==> src/rtl/ma_lsu_dphase.sv <==
// Memory-access stage data-phase unit: tracks the outstanding AHB3-Lite data phase,
// aligns/extends load data, captures bus faults and registers the MAWB result.
module ma_lsu_dphase #(
    parameter int BUS_W = 32,
    parameter int RF_W  = 5
) (
    input  logic             s_clk_i,
    input  logic             s_rst_i,
    input  logic             s_flush_i,
    input  logic             s_ma_valid_i,
    input  logic             s_ma_lsu_i,
    input  logic [3:0]       s_ma_f_i,
    input  logic [RF_W-1:0]  s_ma_rd_i,
    input  logic [BUS_W-1:0] s_ma_val_i,
    input  logic             s_lsu_approve_i,
    input  logic             s_hready_i,
    input  logic             s_hresp_i,
    input  logic [BUS_W-1:0] s_hrdata_i,
    output logic             s_stall_o,
    output logic [BUS_W-1:0] s_mawb_val_o,
    output logic [RF_W-1:0]  s_mawb_rd_o,
    output logic             s_mawb_we_o,
    output logic             s_exc_o,
    output logic [1:0]       s_exc_code_o
);

    typedef enum logic [1:0] {
        ST_IDLE   = 2'd0,
        ST_DPHASE = 2'd1,
        ST_ERR    = 2'd2
    } state_e;

    state_e            state_q, state_d;
    logic              discard_q, discard_d;
    logic [BUS_W-1:0]  mawb_val_q, mawb_val_d;
    logic [RF_W-1:0]   mawb_rd_q, mawb_rd_d;
    logic              mawb_we_q, mawb_we_d;
    logic              exc_q, exc_d;
    logic [1:0]        exc_code_q, exc_code_d;

    logic busy_s, complete_s, fault_s, stall_s, kill_s;

    // Shift the addressed lane down, then sign- or zero-extend to the access size.
    function automatic logic [BUS_W-1:0] align_load(input logic [3:0]       f,
                                                    input logic [1:0]       addr_lo,
                                                    input logic [BUS_W-1:0] data);
        logic [BUS_W-1:0] raw;
        logic [BUS_W-1:0] res;
        raw = data >> {addr_lo, 3'b000};
        case (f[1:0])
            2'b00:   res = {{(BUS_W-8){raw[7] & ~f[2]}}, raw[7:0]};
            2'b01:   res = {{(BUS_W-16){raw[15] & ~f[2]}}, raw[15:0]};
            default: res = data;
        endcase
        return res;
    endfunction

    // Data-phase tracking: completion, fault detection, stall and discard flag.
    always_comb begin
        state_d    = state_q;
        discard_d  = 1'b0;
        busy_s     = (state_q != ST_IDLE);
        complete_s = busy_s && s_hready_i;
        fault_s    = complete_s && ((state_q == ST_ERR) || s_hresp_i);
        stall_s    = busy_s && !complete_s;
        kill_s     = s_flush_i || discard_q;
        if (stall_s) begin
            discard_d = discard_q || s_flush_i;
        end else begin
            discard_d = 1'b0;
        end
        case (state_q)
            ST_IDLE: begin
                if (s_lsu_approve_i && s_hready_i) begin
                    state_d = ST_DPHASE;
                end else begin
                    state_d = ST_IDLE;
                end
            end
            ST_DPHASE: begin
                if (!s_hready_i) begin
                    state_d = s_hresp_i ? ST_ERR : ST_DPHASE;
                end else if (!s_hresp_i && s_lsu_approve_i) begin
                    state_d = ST_DPHASE;
                end else begin
                    state_d = ST_IDLE;
                end
            end
            ST_ERR: begin
                // EX stays stalled until the fault is taken, so no new approval is accepted here.
                if (s_hready_i) begin
                    state_d = ST_IDLE;
                end else begin
                    state_d = ST_ERR;
                end
            end
            default: state_d = ST_IDLE;
        endcase
    end

    // MAWB result, write enable and fault pulse for the instruction leaving MA.
    always_comb begin
        mawb_val_d = mawb_val_q;
        mawb_rd_d  = mawb_rd_q;
        mawb_we_d  = 1'b0;
        exc_d      = 1'b0;
        exc_code_d = 2'b00;
        if (stall_s) begin
            mawb_we_d = 1'b0;
        end else if (complete_s) begin
            if (kill_s) begin
                mawb_we_d = 1'b0;
            end else if (fault_s) begin
                exc_d      = 1'b1;
                exc_code_d = s_ma_f_i[3] ? 2'b10 : 2'b01;
            end else if (!s_ma_f_i[3]) begin
                mawb_val_d = align_load(s_ma_f_i, s_ma_val_i[1:0], s_hrdata_i);
                mawb_rd_d  = s_ma_rd_i;
                mawb_we_d  = (s_ma_rd_i != {RF_W{1'b0}});
            end else begin
                mawb_we_d = 1'b0;
            end
        end else if (s_ma_valid_i && !s_ma_lsu_i && !s_flush_i) begin
            mawb_val_d = s_ma_val_i;
            mawb_rd_d  = s_ma_rd_i;
            mawb_we_d  = (s_ma_rd_i != {RF_W{1'b0}});
        end else begin
            mawb_we_d = 1'b0;
        end
    end

    // State and result registers with synchronous reset.
    always_ff @(posedge s_clk_i) begin
        if (s_rst_i) begin
            state_q    <= ST_IDLE;
            discard_q  <= 1'b0;
            mawb_val_q <= {BUS_W{1'b0}};
            mawb_rd_q  <= {RF_W{1'b0}};
            mawb_we_q  <= 1'b0;
            exc_q      <= 1'b0;
            exc_code_q <= 2'b00;
        end else begin
            state_q    <= state_d;
            discard_q  <= discard_d;
            mawb_val_q <= mawb_val_d;
            mawb_rd_q  <= mawb_rd_d;
            mawb_we_q  <= mawb_we_d;
            exc_q      <= exc_d;
            exc_code_q <= exc_code_d;
        end
    end

    assign s_stall_o    = stall_s;
    assign s_mawb_val_o = mawb_val_q;
    assign s_mawb_rd_o  = mawb_rd_q;
    assign s_mawb_we_o  = mawb_we_q;
    assign s_exc_o      = exc_q;
    assign s_exc_code_o = exc_code_q;

endmodule

==> config.mk <==
export PLATFORM = sky130hd
export DESIGN_NAME = ma_lsu_dphase
export DESIGN_NICKNAME = d
export VERILOG_FILES = /design/src/rtl/ma_lsu_dphase.sv
export SDC_FILE = /design/constraint.sdc
export NUM_CORES = 1
export LEC_CHECK = 0
export CORE_UTILIZATION = 33
export DETAILED_ROUTE_END_ITERATION = 16
export GPL_ROUTABILITY_DRIVEN = 0
export HOLD_SLACK_MARGIN = 0.1
export PLACE_DENSITY = 0.72
export REMOVE_ABC_BUFFERS = 1
export SYNTH_ARGS = -nofsm -noshare
export SYNTH_HDL_FRONTEND = slang
export SYNTH_SLANG_ARGS = --single-unit
==> constraint.sdc <==
create_clock -name s_clk_i -period 1.7 [get_ports s_clk_i]
set_input_delay 0.34 -clock s_clk_i [delete_from_list [all_inputs] [get_ports s_clk_i]]
set_output_delay 0.34 -clock s_clk_i [all_outputs]
set_load 0.05 [all_outputs]
==> run_results.csv <==
group,metric,value,unit
timing,fmax,0.608,GHz
timing,final.min_clock_period,1650,ps
placed_design,io_buffers,122,
drt,antenna_left,0,
clocking,cts_buffer_depth,2,
logic_synthesis,post_synth_edffs,0,
drt,routed_via_density,5.59,
critical_path,end_kind,"register",
timing,setup_viol_count_final,0,
clocking,clock_sink_count,44,
logic_synthesis,yosysUniqueCellTypes,46,
critical_path,crit_type,"in2reg",
floorplanning,die_width,90.1,µm
timing,final.setup_skew,9.19,ps
layout,post_route_cells_drive_above_1_share,31.4,%
pwr,power_density_over_the_cells,648,mW/mm²
critical_path,cp_data_required_time,1900,ps
floorplanning,floorplan.io_pins,123,
drt,drt_first_pass_iters,4,
layout,finalNetCount,526,
timing,max-slew-margin-rel,75.6,%
logic_synthesis,synth_top_flop_cell,"sky130_fd_sc_hd__dfxtp_1",
clocking,htree_levels,2,
timing,timing_worst_slew_pin_value,364,ps
logic_synthesis,mappedNetlistArea,0.00256,mm²
clocking,cts_buffers,5,
placed_design,detailed_place.area,0.00415,mm²
drt,drt_iter0_markers,226,
floorplanning,rows,31,
floorplanning,start_util,34.8,%
layout,commonest_non_fill_non_tap_cell_in_the_layout,"sky130_fd_sc_hd__buf_4",
layout,finish.instance_area,0.00439,mm²
grt,grtUsageTotal,23.1,%
logic_synthesis,synth-seq-area-share,34.4,%
job,drv.max_cap_violation_count,0,
drt,avgRoutedWirePerCell,17.7,µm
logic_synthesis,number_of_cells_produced_by_synthesis,289,
worst_hold_path,min-delay-path-class,"reg2reg",
clocking,clkLatencyLatePin,300,ps
floorplanning,die_y,90.1,µm
logic_synthesis,async_reset_ff_share,0,%
floorplanning,dieArea,0.00812,mm²
placed_design,place_hpwl,7.00,mm
pwr,p_total,0.00284,W
layout,post_layout_instance_count_excluding_filler_cells,545,
placed_design,place.detailed.instances,531,
grt,grt_start_max_net_pins,25,
status,run_status,"finished, final reports clean",
drt,drt_wl_total,9.63,mm
clocking,clockRootBuffer,"sky130_fd_sc_hd__clkbuf_8",
grt,first_global_vias,3090,
pwr,total_leakage_power,1.90,nW
logic_synthesis,synth-warning-count,0,
drt,detailroute.via_count,3048,
clocking,clkTransAtPathRegs,90,ps
layout,layout_common_cells,"sky130_fd_sc_hd__buf_4, sky130_fd_sc_hd__clkdlybuf4s50_1, sky130_fd_sc_hd__dfxtp_1",
timing,finalMaxSlewViolations,0,
layout,insertedDiodeCount,0,
pwr,ir_drop,0.521,mV
grt,antenna_found_initial,0,
floorplanning,floorplan.core_area,0.00737,mm²
grt,globalRouteOverflowTotal,0,
drt,drc,0,
grt,first_pass_grt_wire_length,15.3,mm
layout,flow.area_growth_from_synthesis,71.2,%
critical_path,crit_path_max_fanout,6,
clocking,tritoncts,"built",
timing,finalCritPeriodShare,96.8,%
logic_synthesis,seq_cells_post_synth,44,
critical_path,worstPathArrival,1840,ps
timing,timing.final.hold_violations,0,
layout,fillCellCount,671,
logic_synthesis,avgSynthCellArea,8.87,µm²
layout,finished_core_util,59.5,%
critical_path,start_kind,"input pin",
-- worst max-delay path: stages --
cell and delay [ps]:
sky130_fd_sc_hd__clkdlybuf4s15_1 190, sky130_fd_sc_hd__mux4_2 520, sky130_fd_sc_hd__a21oi_4 170, sky130_fd_sc_hd__buf_6 140
sky130_fd_sc_hd__clkbuf_16 140, sky130_fd_sc_hd__o211ai_1 80, sky130_fd_sc_hd__a32o_1 260
-- worst paths after layout --
path                    start          endpoint  slack (ps)  cells past startpoint
max reg2reg        state_q[0]   s_mawb_val_o[3]         130                      6
max            s_hrdata_i[31]  s_mawb_val_o[27]          50                      7
min reg2reg  s_mawb_val_o[26]  s_mawb_val_o[26]         480                      1
min          s_mawb_val_o[26]  s_mawb_val_o[26]         480                      1
-- cells by family (layout without fill, tap and decap cells) --
kind of cell	after synthesis	count (layout)	synth area share [%]
flops	44	44	34.4
mux	15	15	6.88
buf+inv	38	195	7.18
simple gates	52	52	9.62
compound gates	140	140	41.9
-- power breakdown --
part	internal, W	switching [W]	total, W
combinational	0.000497	0.000529	0.00103
clock	0.000331	0.000370	0.000701
sequential	0.00108	0.0000311	0.00112
total	0.00191	0.000930	0.00284
-- registers in the layout (all words and copies together) (netlist names) --
register      flops
s_mawb_rd_o       5
s_exc_code_o      2
s_mawb_val_o     32
discard_q         1
s_exc_o           1
state_q           2
s_mawb_we_o       1
-- final cells by class --
class	count	area, µm²	share of cell area, %
Sequential cell	44	881	20.1
Multi-Input combinational cell	207	1550	35.2
Clock buffer	7	86.3	1.97
Inverter	5	22.5	0.513
Tap cell	99	124	2.82
Timing Repair Buffer	182	1720	39.2
Clock inverter	1	7.51	0.171
-- synthesized netlist by cell type, types with 2 or more instances --
| cell type | n | share of area (%) |
|---|---|---|
| sky130_fd_sc_hd__clkbuf_1 | 16 | 2.3 |
| sky130_fd_sc_hd__a31o_2 | 2 | 0.68 |
| sky130_fd_sc_hd__a221oi_1 | 7 | 2.4 |
| sky130_fd_sc_hd__nand2b_1 | 2 | 0.49 |
| sky130_fd_sc_hd__nor2b_1 | 4 | 0.98 |
| sky130_fd_sc_hd__buf_2 | 11 | 2.1 |
| sky130_fd_sc_hd__a32o_1 | 24 | 9.4 |
| sky130_fd_sc_hd__o22a_1 | 6 | 2.1 |
| sky130_fd_sc_hd__nand3_1 | 5 | 0.98 |
| sky130_fd_sc_hd__buf_6 | 3 | 1.3 |
| sky130_fd_sc_hd__nand2_1 | 24 | 3.5 |
| sky130_fd_sc_hd__nor2_1 | 6 | 0.88 |
| sky130_fd_sc_hd__mux2_2 | 11 | 4.8 |
| sky130_fd_sc_hd__dfxtp_1 | 44 | 34 |
| sky130_fd_sc_hd__nor3_1 | 2 | 0.39 |
| sky130_fd_sc_hd__a21oi_1 | 20 | 3.9 |
| sky130_fd_sc_hd__and2_1 | 2 | 0.49 |
| sky130_fd_sc_hd__mux2i_1 | 3 | 1.2 |
| sky130_fd_sc_hd__inv_1 | 5 | 0.73 |
| sky130_fd_sc_hd__nor3b_1 | 2 | 0.59 |
| sky130_fd_sc_hd__o21ai_0 | 17 | 3.3 |
| sky130_fd_sc_hd__a311oi_1 | 5 | 1.7 |
| sky130_fd_sc_hd__o211ai_1 | 17 | 5.0 |
| sky130_fd_sc_hd__a21o_1 | 23 | 6.7 |
| sky130_fd_sc_hd__o221ai_1 | 7 | 2.4 |
-- routing by layer --
| layer | track usage [%] | up-vias | routed length (µm) |
|---|---|---|---|
| li1 | - | 1447 | - |
| met1 | 28.1 | 1449 | 4050 |
| met2 | 39.9 | 138 | 4670 |
| met3 | 6.35 | 14 | 755 |
| met4 | 6.32 | 0 | 148 |
| met5 | 0 | - | 0 |
-- stage by stage --
step	worst slack, ps	setup TNS, ps	hold WS [ps]
final	54.8	0	478
after global routing	-2.65	-2.65	490
after global placement	-548	-17150	451
after detailed placement	-571	-18260	457
after floorplan	-438	-11340	409
after CTS	2.79	0	479
-- what timing repair did --
action / in CTS / in global routing
pin swaps: 1 / 6
resized for setup: 18 / 16
cloned: 1 / 2
setup buffers: 4 / 0
hold buffers: 0 / 0
setup endpoints to repair: 33 / 32
endpoints found under the hold margin: 0 / 0
No activity file was read; power rests on OpenSTA's default activity.
